===== src/rtl/stopwatch_pkg.sv =====
// Shared types and constants for the stopwatch display path.
package stopwatch_pkg;

   typedef logic [3:0] bcd_t;
   typedef logic [6:0] seg_t;

   // Segment order {g,f,e,d,c,b,a}, active-low.
   localparam seg_t SEG_BLANK = 7'h7F;
   localparam seg_t SEG_DASH  = 7'b0111111;

   localparam logic [1:0] IDX_TENTHS  = 2'd0;
   localparam logic [1:0] IDX_SECONDS = 2'd1;
   localparam logic [1:0] IDX_MINUTES = 2'd2;

   typedef enum logic {
      PHASE_VISIBLE = 1'b0,
      PHASE_BLANK   = 1'b1
   } blink_phase_t;

endpackage


===== src/rtl/bcd_to_seg.sv =====
// BCD digit to active-low seven-segment pattern; non-decimal codes show a dash.
module bcd_to_seg
   import stopwatch_pkg::*;
(
   input  bcd_t bcd,
   output seg_t seg
);

   always_comb begin
      seg = SEG_DASH;
      case (bcd)
         4'd0: seg = 7'b1000000;
         4'd1: seg = 7'b1111001;
         4'd2: seg = 7'b0100100;
         4'd3: seg = 7'b0110000;
         4'd4: seg = 7'b0011001;
         4'd5: seg = 7'b0010010;
         4'd6: seg = 7'b0000010;
         4'd7: seg = 7'b1111000;
         4'd8: seg = 7'b0000000;
         4'd9: seg = 7'b0010000;
         default: seg = SEG_DASH;
      endcase
   end

endmodule


===== src/rtl/seg_scan_driver.sv =====
// Three-digit multiplexed display driver with frame-coherent snapshot and flash blinking.
// Define LEADING_ZERO_BLANK_EN to blank a zero minutes digit (anode timing unchanged).
module seg_scan_driver
   import stopwatch_pkg::*;
#(
   parameter int REFRESH_DIV = 50000,
   parameter int BLINK_DIV   = 12500000
)(
   input  logic       clk,
   input  logic       reset,
   input  logic [3:0] minutes_bcd,
   input  logic [3:0] seconds_bcd,
   input  logic [3:0] tenths_bcd,
   input  logic       digits_valid,
   input  logic       flash,
   output logic [6:0] seg_n,
   output logic       dp_n,
   output logic [2:0] an_n,
   output logic       frame_tick
);

   localparam int RW = $clog2(REFRESH_DIV);
   localparam int BW = $clog2(BLINK_DIV);
   localparam logic [RW-1:0] REFRESH_LAST = RW'(REFRESH_DIV - 1);
   localparam logic [RW-1:0] REFRESH_PRE  = RW'(REFRESH_DIV - 2);
   localparam logic [BW-1:0] BLINK_LAST   = BW'(BLINK_DIV - 1);

   logic [RW-1:0] refresh_cnt_reg, refresh_cnt_next;
   logic [1:0]    scan_idx_reg, scan_idx_next;
   logic          refresh_last, frame_wrap, frame_pre;
   logic          pending_reg;

   logic [BW-1:0] blink_cnt_reg, blink_cnt_next;
   blink_phase_t  blink_phase_reg, blink_phase_next;
   logic          blink_last, display_blank;

   bcd_t          digit_in [3];
   bcd_t          active_digit [3];
   bcd_t          cur_digit;
   seg_t          dec_seg, seg_sel;
   logic [2:0]    an_sel;

   logic [6:0]    seg_n_reg;
   logic          dp_n_reg;
   logic [2:0]    an_n_reg;
   logic          frame_tick_reg;

   assign digit_in[IDX_TENTHS]  = tenths_bcd;
   assign digit_in[IDX_SECONDS] = seconds_bcd;
   assign digit_in[IDX_MINUTES] = minutes_bcd;

   // Scan timing
   assign refresh_last = (refresh_cnt_reg == REFRESH_LAST);
   assign frame_wrap   = refresh_last && (scan_idx_reg == IDX_MINUTES);
   // One cycle early so the registered tick lands on the wrap cycle itself.
   assign frame_pre    = (refresh_cnt_reg == REFRESH_PRE) && (scan_idx_reg == IDX_MINUTES);

   always_comb begin
      refresh_cnt_next = refresh_cnt_reg + RW'(1);
      scan_idx_next    = scan_idx_reg;
      if (refresh_last) begin
         refresh_cnt_next = '0;
         scan_idx_next    = frame_wrap ? IDX_TENTHS : scan_idx_reg + 2'd1;
      end
   end

   always_ff @(posedge clk) begin
      if (!reset) begin
         refresh_cnt_reg <= '0;
         scan_idx_reg    <= IDX_TENTHS;
         pending_reg     <= 1'b0;
      end else begin
         refresh_cnt_reg <= refresh_cnt_next;
         scan_idx_reg    <= scan_idx_next;
         if (frame_wrap)
            pending_reg <= 1'b0;
         else if (digits_valid)
            pending_reg <= 1'b1;
      end
   end

   // Per-digit shadow/active pair; a strobe on the wrap cycle bypasses the shadow.
   genvar gi;
   generate
      for (gi = 0; gi < 3; gi++) begin : g_digit
         bcd_t shadow_reg;
         bcd_t active_reg;

         always_ff @(posedge clk) begin
            if (!reset) begin
               shadow_reg <= '0;
               active_reg <= '0;
            end else begin
               if (digits_valid)
                  shadow_reg <= digit_in[gi];
               if (frame_wrap) begin
                  if (digits_valid)
                     active_reg <= digit_in[gi];
                  else if (pending_reg)
                     active_reg <= shadow_reg;
               end
            end
         end

         assign active_digit[gi] = active_reg;
      end
   endgenerate

   // Blink FSM: state register
   always_ff @(posedge clk) begin
      if (!reset) begin
         blink_phase_reg <= PHASE_VISIBLE;
         blink_cnt_reg   <= '0;
      end else begin
         blink_phase_reg <= blink_phase_next;
         blink_cnt_reg   <= blink_cnt_next;
      end
   end

   // Blink FSM: next state
   assign blink_last = (blink_cnt_reg == BLINK_LAST);

   always_comb begin
      blink_phase_next = blink_phase_reg;
      blink_cnt_next   = blink_cnt_reg + BW'(1);
      if (!flash) begin
         blink_phase_next = PHASE_VISIBLE;
         blink_cnt_next   = '0;
      end else if (blink_last) begin
         blink_phase_next = (blink_phase_reg == PHASE_VISIBLE) ? PHASE_BLANK : PHASE_VISIBLE;
         blink_cnt_next   = '0;
      end
   end

   // Blink FSM: output; uses the next phase so dropping flash unblanks on the next edge.
   always_comb begin
      display_blank = (blink_phase_next == PHASE_BLANK);
   end

   // Digit mux and decode
   always_comb begin
      cur_digit = active_digit[IDX_TENTHS];
      an_sel    = 3'b110;
      case (scan_idx_reg)
         IDX_SECONDS: begin
            cur_digit = active_digit[IDX_SECONDS];
            an_sel    = 3'b101;
         end
         IDX_MINUTES: begin
            cur_digit = active_digit[IDX_MINUTES];
            an_sel    = 3'b011;
         end
         default: begin
            cur_digit = active_digit[IDX_TENTHS];
            an_sel    = 3'b110;
         end
      endcase
   end

   bcd_to_seg u_bcd_to_seg (
      .bcd (cur_digit),
      .seg (dec_seg)
   );

`ifdef LEADING_ZERO_BLANK_EN
   assign seg_sel = ((scan_idx_reg == IDX_MINUTES) && (cur_digit == 4'd0)) ? SEG_BLANK : dec_seg;
`else
   assign seg_sel = dec_seg;
`endif

   always_ff @(posedge clk) begin
      if (!reset) begin
         seg_n_reg      <= SEG_BLANK;
         dp_n_reg       <= 1'b1;
         an_n_reg       <= 3'b111;
         frame_tick_reg <= 1'b0;
      end else begin
         frame_tick_reg <= frame_pre;
         if (display_blank) begin
            seg_n_reg <= SEG_BLANK;
            dp_n_reg  <= 1'b1;
            an_n_reg  <= 3'b111;
         end else begin
            seg_n_reg <= seg_sel;
            dp_n_reg  <= (scan_idx_reg != IDX_SECONDS);
            an_n_reg  <= an_sel;
         end
      end
   end

   assign seg_n      = seg_n_reg;
   assign dp_n       = dp_n_reg;
   assign an_n       = an_n_reg;
   assign frame_tick = frame_tick_reg;

endmodule


===== config.mk =====
export PLATFORM = sky130hd
export DESIGN_NAME = seg_scan_driver
export DESIGN_NICKNAME = d
export VERILOG_FILES = /design/src/rtl/stopwatch_pkg.sv /design/src/rtl/bcd_to_seg.sv /design/src/rtl/seg_scan_driver.sv
export SDC_FILE = /design/constraint.sdc
export NUM_CORES = 1
export LEC_CHECK = 0
export ABC_AREA = 1
export BUFFER_PORTS_ARGS = -buffer_cell sky130_fd_sc_hd__buf_2
export CAP_MARGIN = 10
export CORE_ASPECT_RATIO = 1.4
export CORE_MARGIN = 8
export CORE_UTILIZATION = 25
export DETAILED_ROUTE_END_ITERATION = 8
export PLACE_DENSITY = 0.44
export SYNTH_ARGS = -nofsm -noshare
export SYNTH_HDL_FRONTEND = slang
export SYNTH_SLANG_ARGS = --single-unit

===== constraint.sdc =====
create_clock -name clk -period 4 [get_ports clk]
set_input_delay 1.2 -clock clk [delete_from_list [all_inputs] [get_ports clk]]
set_output_delay 1.2 -clock clk [all_outputs]
set_load 0.1 [all_outputs]

-- After elaboration in Yosys (flattened, before gate mapping)
Memory sizes are Yosys's and may differ from the RTL's. A register that Yosys moved wholly into a read port is not among the register bits.
Index checks and enable logic that the tools add are counted.
- register bits after elaboration: 73
- memories kept: 1
- logic and storage cells: 46
- bits in latches: 0
- bits in read-only memories: 112
- output and inout port bits: 12
- RAM bits: 0
- input bits: 16
- order comparisons: 0
- shifts and indexed selects: 0
- bitwise logic cells: 2
- eq/ne operators: 6
- multiply operators: 0
- multiplexer cells: 12
- $add $sub $neg: 3
- reduce and logical (&&, ||, !) cells: 8
- div/mod/pow operators: 0
- memory list (memory ; depth ; width ; read ports ; clocked after Yosys merged registers in ; wr ports ; line ; RTL):
    (name not given) ; 16 ; 7 ; 1 ; 1 ; 0 ; bcd_to_seg.sv:11 ; case (bcd)
- operators with widths (operator ; count):
    == test 16 bit (second input constant) ; 2
    adder 24 x 1 -> 24 bit (second input constant) ; 1
    == test 24 bit (second input constant) ; 1
    2-to-1 mux 4 bit ; 6
    adder 16 x 1 -> 16 bit (second input constant) ; 1
    case mux 4 bit (2 select lines) ; 1
    case mux 3 bit (2 select lines) ; 1
    OR reduction 2 bit ; 3
    2-to-1 mux 1 bit ; 3
    OR reduction 3 bit ; 1
    adder 2 x 1 -> 2 bit (second input constant) ; 1
    == test 2 x 1 -> 1 bit (second input constant) ; 1
    == test 2 bit (second input constant) ; 1
    logical AND 1 bit ; 2
    2-to-1 mux 2 bit ; 1
    inequality test 2 x 1 -> 1 bit (second input constant) ; 1
    NOT 1 bit ; 2
    AND reduction 2 bit ; 1
    nonzero test 2 bit ; 1

-- Longest topological paths before layout
Gate-level depths: netlist of the first run.
- depth in word-level cells: 4
- depth in mapped cells: 13
- mapped depth without buffers: 13

-- By module
Synthesis of the first run repeated with hierarchy kept, for this count alone.
- cells, all modules: 554
- area, all modules: 3902.5 um^2
- by module, submodules not included (module ; cells each ; sequential area each (um^2) ; times used ; area an instance (um^2)):
    seg_scan_driver ; 519 ; 1581.5 ; 1 ; 3716.1
    bcd_to_seg ; 35 ; 0.0 ; 1 ; 186.4

-- Least setup slack after synthesis of the first run
No wires, ideal clock.
- path type: register -> output
- from: register an_n_reg[1] (netlist: an_n[1])
- to: output an_n[1]
- path buffers: 1
- data required time: 2.800 ns
- slack: 1.444 ns
- arrival time: 1.356 ns
- stages on the path, launching flop included: 2
- cell sequence: dfxtp_1 > buf_4
- RTL lines (what ; line ; RTL):
    start, declared ; seg_scan_driver.sv:45 ; logic [2:0] an_n_reg;
    start signal, assigned ; seg_scan_driver.sv:186 ; an_n_reg <= an_sel;
    end, declared ; seg_scan_driver.sv:18 ; output logic [2:0] an_n,
No word-level cell between the ends.

==> results of run 1 <==
## kinds of logic after synthesis
logic type	count (synthesis)	share of synthesized area, %
AO/OA/AOI/OAI	35	4.77
XOR/XNOR	11	2.55
adder cells (fa/ha/maj)	8	2.65
buffers and inverters	60	6.99
flip-flops	79	41.9
multiplexers	12	3.18
AND/OR/NAND/NOR	321	38.0
## Yosys cell counts (4+ instances only)
| library cell | n | share of area [%] |
|---|---|---|
| a21oi_1 | 25 | 3.3 |
| clkbuf_1 | 4 | 0.40 |
| dfxtp_1 | 79 | 42 |
| ha_1 | 8 | 2.6 |
| inv_1 | 39 | 3.9 |
| inv_2 | 6 | 0.60 |
| mux2i_1 | 12 | 3.2 |
| nand2_1 | 129 | 13 |
| nand2_2 | 7 | 1.2 |
| nand3_1 | 34 | 4.5 |
| nand3b_1 | 8 | 1.6 |
| nand4_1 | 10 | 1.7 |
| nor2_1 | 96 | 9.5 |
| nor2_2 | 4 | 0.66 |
| nor2_4 | 4 | 1.2 |
| nor3_1 | 17 | 2.3 |
| o21ai_0 | 7 | 0.93 |
| xor2_1 | 8 | 1.9 |
## worst max path at each step
| stage | startpoint | to | slack, ns |
|---|---|---|---|
| floorplan | an_n[1] | an_n[1] | 1.44 |
| global route | reset | blink_cnt_reg[8] | 1.49 |
| detailed placement | reset | blink_cnt_reg[2] | 1.33 |
| finish | an_n[1] | dp_n | 1.70 |
| global placement | reset | blink_cnt_reg[8] | 1.37 |
| CTS | reset | blink_cnt_reg[2] | 1.67 |
## worst min-delay path, delay by kind of cell (launching register included)
kind	cells	cell delay, ns
flops	1	0.31
simple gates	1	0.06
compound gates	1	0.05
## routing by layer
metal / GRT usage, % / vias up / part of all wire [%]
met5: 0 / - / 0
met4: 3.19 / 0 / 1.3
met3: 3.07 / 11 / 3.4
met2: 17.3 / 42 / 51
met1: 10.0 / 1475 / 44
li1: - / 1725 / -
## power by group
part | total [mW] | switching (mW) | internal, mW | leakage (nW)
Combinational | 0.0835 | 0.0615 | 0.0220 | 0.815
Sequential | 0.808 | 0.00639 | 0.802 | 0.643
Clock | 0.812 | 0.315 | 0.497 | 0.146
Total | 1.70 | 0.383 | 1.32 | 1.60
## per-stage QoR
step	hold WS, ns	cell area [um2]	setup WS, ns
global route	0.487	4350	1.49
floorplan	0.439	3780	1.44
detailed placement	0.457	4060	1.33
finish	0.459	4350	1.70
global placement	0.450	4060	1.37
CTS	0.466	4350	1.67
## layout make-up
type / count / area, um2
tap: 192 / 240
fill: 1675 / 10600
sequential: 79 / 1580
timing repair buffer: 27 / 135
inverter: 45 / 169
clock inverter: 4 / 45.0
multi-input combinational: 387 / 1930
clock buffer: 12 / 246
==> impl_metrics.json, run 1 <==
{
  "initial_core_util_pct": 25.3,
  "io_buffers": 27,
  "drc_errors": 0,
  "cap_viol_max_count": 0,
  "cpPeakStageDelay_ns": 0.43,
  "crit_path_start_kind": "register",
  "fin_util_pct": 29.2,
  "syn_nets": 550,
  "cts_tree": "built",
  "critPathTopFamily": "buffers and inverters",
  "cp_slowest_cell": "buf_2",
  "dieArea_um2": 19400,
  "outcome": "finished, final reports clean",
  "drive_above_1_share_pct": 12.5,
  "r2r_cells": 11,
  "clockBufferDepth": 2,
  "wl_per_cell_um": 11.8,
  "leakagePower_nw": 1.60,
  "num_vias": 3253,
  "final_nets": 573,
  "grt-ovfl-total": 0,
  "path_class": "register to output pin",
  "fin_crit_sh_pct": 57.6,
  "synthArstFlopShare_pct": 0,
  "rsz0062_at_grt": "no",
  "synth_cells": 526,
  "finalHoldViolations": 0,
  "setup_viol": 0,
  "wl_um": 8780,
  "worstHoldStart": "refresh_cnt_reg[15]",
  "fmax_mhz": 434,
  "antenna_cells": 0,
  "largest_reg_flops": 24,
  "dp.cells": 730,
  "cts_max_level": 3,
  "max_slew.worst_pin.slew_ns": 0.548,
  "clkLatencyLatePin_ns": 0.33,
  "total_power_mw": 1.70,
  "antenna_found_initial": 0,
  "final_cells": 746,
  "drtAntennaViolNets": 0,
  "ir_drop_v": 0.000193,
  "synth_ff_type": "dfxtp_1",
  "cts-root-buf": "clkbuf_16",
  "r2r_start": "scan_idx_reg[0]",
  "netlist_area_um2": 3780,
  "synth_seq_area_share_pct": 41.9,
  "slew_headroom_pct": 63.4,
  "avgViaCountPerCell": 4.36,
  "grt_max_degree": 30,
  "synth_edf_count": 0,
  "cp-end-kind": "output pin",
  "grt_usage_pct": 9.50,
  "worstPathMaxFanout": 2,
  "cp_num_buf_inv": 1,
  "grt_pass1_wl_um": 15000,
  "whs_endpoint": "refresh_cnt_reg[15]",
  "dieWidth_um": 120,
  "ctsHoldBuffers": 0,
  "place_congestion": 0.834,
  "fin_skew_ns": 0.00541,
  "clkSinkCount": 79,
  "drt-initial-drc-count": 189,
  "post-route-min-period_ns": 2.30,
  "power_density_nw_per_um2": 392,
  "rrSetupSlack_ns": 1.87,
  "r2r-end": "seg_n[5]",
  "cts_inserted_buffers": 9,
  "syn_avg_cell_area_um2": 7.18,
  "drt_pass1_iterations": 4,
  "clkTransAtPathRegs_ns": 0.06,
  "required_ns": 2.80,
  "most-common-layout-cells": "129 x nand2_1, 96 x nor2_1, 79 x dfxtp_1",
  "slew_violations": 0,
  "synth_cell_types": 33,
  "worstPathCellList": "buf_2",
  "rows": 53,
  "core_um2": 14900,
  "ctsResizeCount": 0,
  "cp.arrival_ns": 1.10,
  "hp-class": "register to register",
  "final_common_cell": "nand2_1",
  "ys.warnings.count": 0,
  "dpl.hpwl_um": 6700,
  "crit_cells": 1,
  "grt_pass1_vias": 3277,
  "finalSetupTns_ns": 0,
  "area_growth_pct": 15.1,
  "die_y_um": 161,
  "whs_path_depth": 2,
  "num_io_pins": 28,
  "cts_setup_buffers": 0,
  "synth-seq-cells": 79
}
(Power assumes the default switching activity.)
==> inputs of run 2 (changes only) <==
clock period = 2.41 ns   (was 4 ns; I/O delays follow)
==> impl_metrics.json, run 2 (synthesis gave the netlist of run 1 again) <==
{
  "rows": 53,
  "ctsResizeCount": 0,
  "clockBufferDepth": 2,
  "fin_skew_ns": 0.00953,
  "grt_usage_pct": 9.72,
  "fin_area_um2": 4400,
  "fin_crit_sh_pct": 86.0,
  "dieArea_um2": 19400,
  "cts_tree": "built",
  "slew_headroom_pct": 62.0,
  "die_y_um": 161,
  "slew_violations": 0,
  "cap_viol_max_count": 0,
  "final_common_cell": "nand2_1",
  "drt-initial-drc-count": 200,
  "setup_viol": 0,
  "clkTransAtPathRegs_ns": 0.06,
  "wl_um": 8920,
  "grt_max_degree": 25,
  "wl_per_cell_um": 11.9,
  "cts_max_level": 3,
  "drc_errors": 0,
  "ir_drop_v": 0.000331,
  "num_io_pins": 28,
  "finalHoldViolations": 0,
  "drive_above_1_share_pct": 13.3,
  "grt_pass1_vias": 3200,
  "cts-root-buf": "clkbuf_16",
  "power_density_nw_per_um2": 667,
  "drtAntennaViolNets": 0,
  "drt_pass1_iterations": 4,
  "whs_ns": 0.465,
  "area_growth_pct": 16.5,
  "rsz0062_at_grt": "no",
  "grt-ovfl-total": 0,
  "worstPathMaxFanout": 6,
  "cp-end-kind": "register",
  "most-common-layout-cells": "129 x nand2_1, 96 x nor2_1, 79 x dfxtp_1",
  "largest_reg_flops": 24,
  "final_nets": 577,
  "leakagePower_nw": 1.63,
  "max_slew.worst_pin.slew_ns": 0.566,
  "required_ns": 2.61,
  "fin_util_pct": 29.5,
  "cp.arrival_ns": 2.27,
  "ctsHoldBuffers": 0,
  "dieWidth_um": 120,
  "hp-class": "register to register",
  "initial_core_util_pct": 25.3,
  "outcome": "finished, final reports clean",
  "core_um2": 14900,
  "cts_setup_buffers": 0,
  "clkLatencyLatePin_ns": 0.34,
  "antenna_cells": 0,
  "clkSinkCount": 79,
  "cts_inserted_buffers": 9,
  "avgViaCountPerCell": 4.34,
  "io_buffers": 27,
  "dpl.hpwl_um": 6940,
  "post-route-min-period_ns": 2.07,
  "num_vias": 3253,
  "place_area_um2": 4090,
  "fmax_mhz": 483,
  "grt_pass1_wl_um": 15000,
  "place_congestion": 0.827,
  "path_class": "register to register",
  "finalSetupTns_ns": 0,
  "antenna_found_initial": 0,
  "crit_path_start_kind": "register"
}
## run 2: cell types whose count changed in the layout (fill, tap and decap cells not counted)
cell	change
buf_4	+4
bufinv_16	+1
clkbuf_1	-1
clkbuf_8	-1
inv_6	+1
## run 2: area by class of cell
| class | count | area, um2 |
|---|---|---|
| clock buffer | 10 | 229 |
| clock inverter | 6 | 83.8 |
| fill | 1643 | 10500 |
| inverter | 45 | 169 |
| multi-input combinational | 387 | 1930 |
| sequential | 79 | 1580 |
| tap | 192 | 240 |
| timing repair buffer | 31 | 165 |
## run 2: metal layers
metal	up-vias	wire length (um)	GRT usage [%]
met5	-	0	0
met4	0	254	5.93
met3	18	335	2.41
met2	47	4540	16.9
met1	1454	3790	10.3
li1	1734	-	-
## run 2: worst paths after layout
kind	start	end	slack, ns	cells past startpoint
max reg2reg	scan_idx_reg[0]	seg_n[5]	0.34	11
min	refresh_cnt_reg[15]	refresh_cnt_reg[15]	0.47	2
max	scan_idx_reg[0]	seg_n[5]	0.34	11
min reg2reg	refresh_cnt_reg[15]	refresh_cnt_reg[15]	0.47	2
## run 2: report_power, final
group | switching, mW | internal (mW) | total (mW)
Clock | 0.547 | 0.906 | 1.45
Combinational | 0.102 | 0.0405 | 0.142
Sequential | 0.0113 | 1.33 | 1.34
Total | 0.660 | 2.28 | 2.94
## run 2: worst max-delay path, stage by stage, from the launching register on
cell	delay, ns
dfxtp_1	0.35
inv_1	0.06
ha_1	0.37
inv_2	0.08
or2_2	0.28
nand2_2	0.12
inv_1	0.10
ha_1	0.20
o21ai_0	0.15
nand2_1	0.06
o21ai_0	0.07
nand3_1	0.08
## run 2: stage by stage
stage,std cells,setup WS [ns],total power [mW]
after floorplan,526,0.331,1.48
after global placement,734,0.378,1.52
after detailed placement,734,0.323,1.52
after CTS,750,0.312,2.99
after global routing,750,0.132,3.06
final,750,0.339,2.94
==> inputs of run 3 (changes only) <==
CORE_MARGIN = 3   (was 8)
==> impl_metrics.json, run 3 (synthesis gave the netlist of run 1 again) <==
{
  "outcome": "finished, final reports clean",
  "fin_crit_sh_pct": 84.3,
  "cts_setup_buffers": 0,
  "rows": 52,
  "cts_inserted_buffers": 9,
  "antenna_found_initial": 0,
  "drive_above_1_share_pct": 13.1,
  "ctsResizeCount": 0,
  "grt-ovfl-total": 0,
  "cts_max_level": 3,
  "dieArea_um2": 16600,
  "core_um2": 14600,
  "area_growth_pct": 15.6,
  "setup_viol": 0,
  "cp.arrival_ns": 2.24,
  "avgViaCountPerCell": 4.37,
  "grt_pass1_wl_um": 15100,
  "cap_viol_max_count": 0,
  "wl_per_cell_um": 11.8,
  "dp.cells": 730,
  "finalHoldViolations": 0,
  "num_io_pins": 28,
  "die_y_um": 151,
  "max_slew.worst_pin.slew_ns": 0.521,
  "finalSetupTns_ns": 0,
  "place_congestion": 0.882,
  "io_buffers": 27,
  "wl_um": 8820,
  "dieWidth_um": 110,
  "cts_tree": "built",
  "grt_pass1_vias": 3274,
  "cts-root-buf": "clkbuf_16",
  "dpl.hpwl_um": 6850,
  "clkTransAtPathRegs_ns": 0.06,
  "initial_core_util_pct": 25.8,
  "worstPathMaxFanout": 6,
  "clockBufferDepth": 2,
  "grt_usage_pct": 11.6,
  "rsz0062_at_grt": "no",
  "fmax_mhz": 492,
  "cp-end-kind": "register",
  "drc_errors": 0,
  "n_fill_cell": 1589,
  "multi_input_area_um2": 1930,
  "ctsHoldBuffers": 0,
  "final_common_cell": "nand2_1",
  "num_vias": 3263,
  "place_area_um2": 4080,
  "power_density_nw_per_um2": 647,
  "ir_drop_v": 0.000353,
  "clkSinkCount": 79,
  "drtAntennaViolNets": 0,
  "whs_ns": 0.460,
  "clkLatencyLatePin_ns": 0.34,
  "fin_skew_ns": 0.00836,
  "required_ns": 2.61,
  "post-route-min-period_ns": 2.03,
  "drt_pass1_iterations": 4,
  "final_nets": 576,
  "crit_path_start_kind": "register",
  "largest_reg_flops": 24,
  "drt-initial-drc-count": 156,
  "slew_violations": 0,
  "path_class": "register to register",
  "antenna_cells": 0,
  "fin_area_um2": 4370,
  "hp-class": "register to register",
  "slew_headroom_pct": 65.0,
  "ff_latch_area_um2": 1580,
  "final_cells": 746,
  "grt_max_degree": 25,
  "leakagePower_nw": 1.61,
  "most-common-layout-cells": "129 x nand2_1, 96 x nor2_1, 79 x dfxtp_1"
}
-- run 3: changes by cell type in the layout (fill, tap and decap cells not counted), sizes merged --
cell / delta
clkinvlp: +1
bufinv: -1
inv: -1
clkinv: +1
buf: -1
-- run 3: stage by stage --
step	utilization, %	setup slack, ns	total power, mW
after global placement	27.9	0.384	1.51
after global routing	29.8	0.0696	2.94
after floorplan	-	0.331	1.48
after CTS	29.8	0.362	2.88
final	29.8	0.379	2.83
after detailed placement	27.9	0.353	1.52
-- run 3: where the power goes --
part           internal, mW  leakage [nW]  switching (mW)
registers              1.33         0.643          0.0115
clock network         0.799         0.142           0.544
logic                0.0394         0.829           0.102
total                  2.17          1.61           0.657
-- run 3: layer usage --
layer | routed length [um] | up-vias | global-route usage [%]
li1 | - | 1729 | -
met1 | 3710 | 1478 | 12.7
met2 | 4690 | 43 | 21.4
met3 | 235 | 13 | 2.88
met4 | 182 | 0 | 3.81
met5 | 0 | - | 0
-- run 3: critical path, stage by stage (launching register included) --
cell	delay [ns]
dfxtp_1	0.35
inv_1	0.07
ha_1	0.36
inv_2	0.08
or2_2	0.28
nand2_2	0.12
inv_1	0.09
ha_1	0.19
o21ai_0	0.15
nand2_1	0.06
o21ai_0	0.07
nand3_1	0.08
-- run 3: layout make-up --
class / count / area share [%]
multi-input cells: 387 / 44.3
flip-flops and latches: 79 / 36.2
well taps: 189 / 5.41
clock buffers: 10 / 5.24
inverters: 45 / 3.87
repair buffers: 30 / 3.61
clock inverters: 6 / 1.40
-- run 3: worst paths after layout --
path / from / endpoint / slack, ns / depth (start not counted)
max: scan_idx_reg[0] / seg_n[5] / 0.38 / 11
min: refresh_cnt_reg[15] / refresh_cnt_reg[15] / 0.46 / 2
max reg2reg: scan_idx_reg[0] / seg_n[5] / 0.38 / 11
min reg2reg: refresh_cnt_reg[15] / refresh_cnt_reg[15] / 0.46 / 2
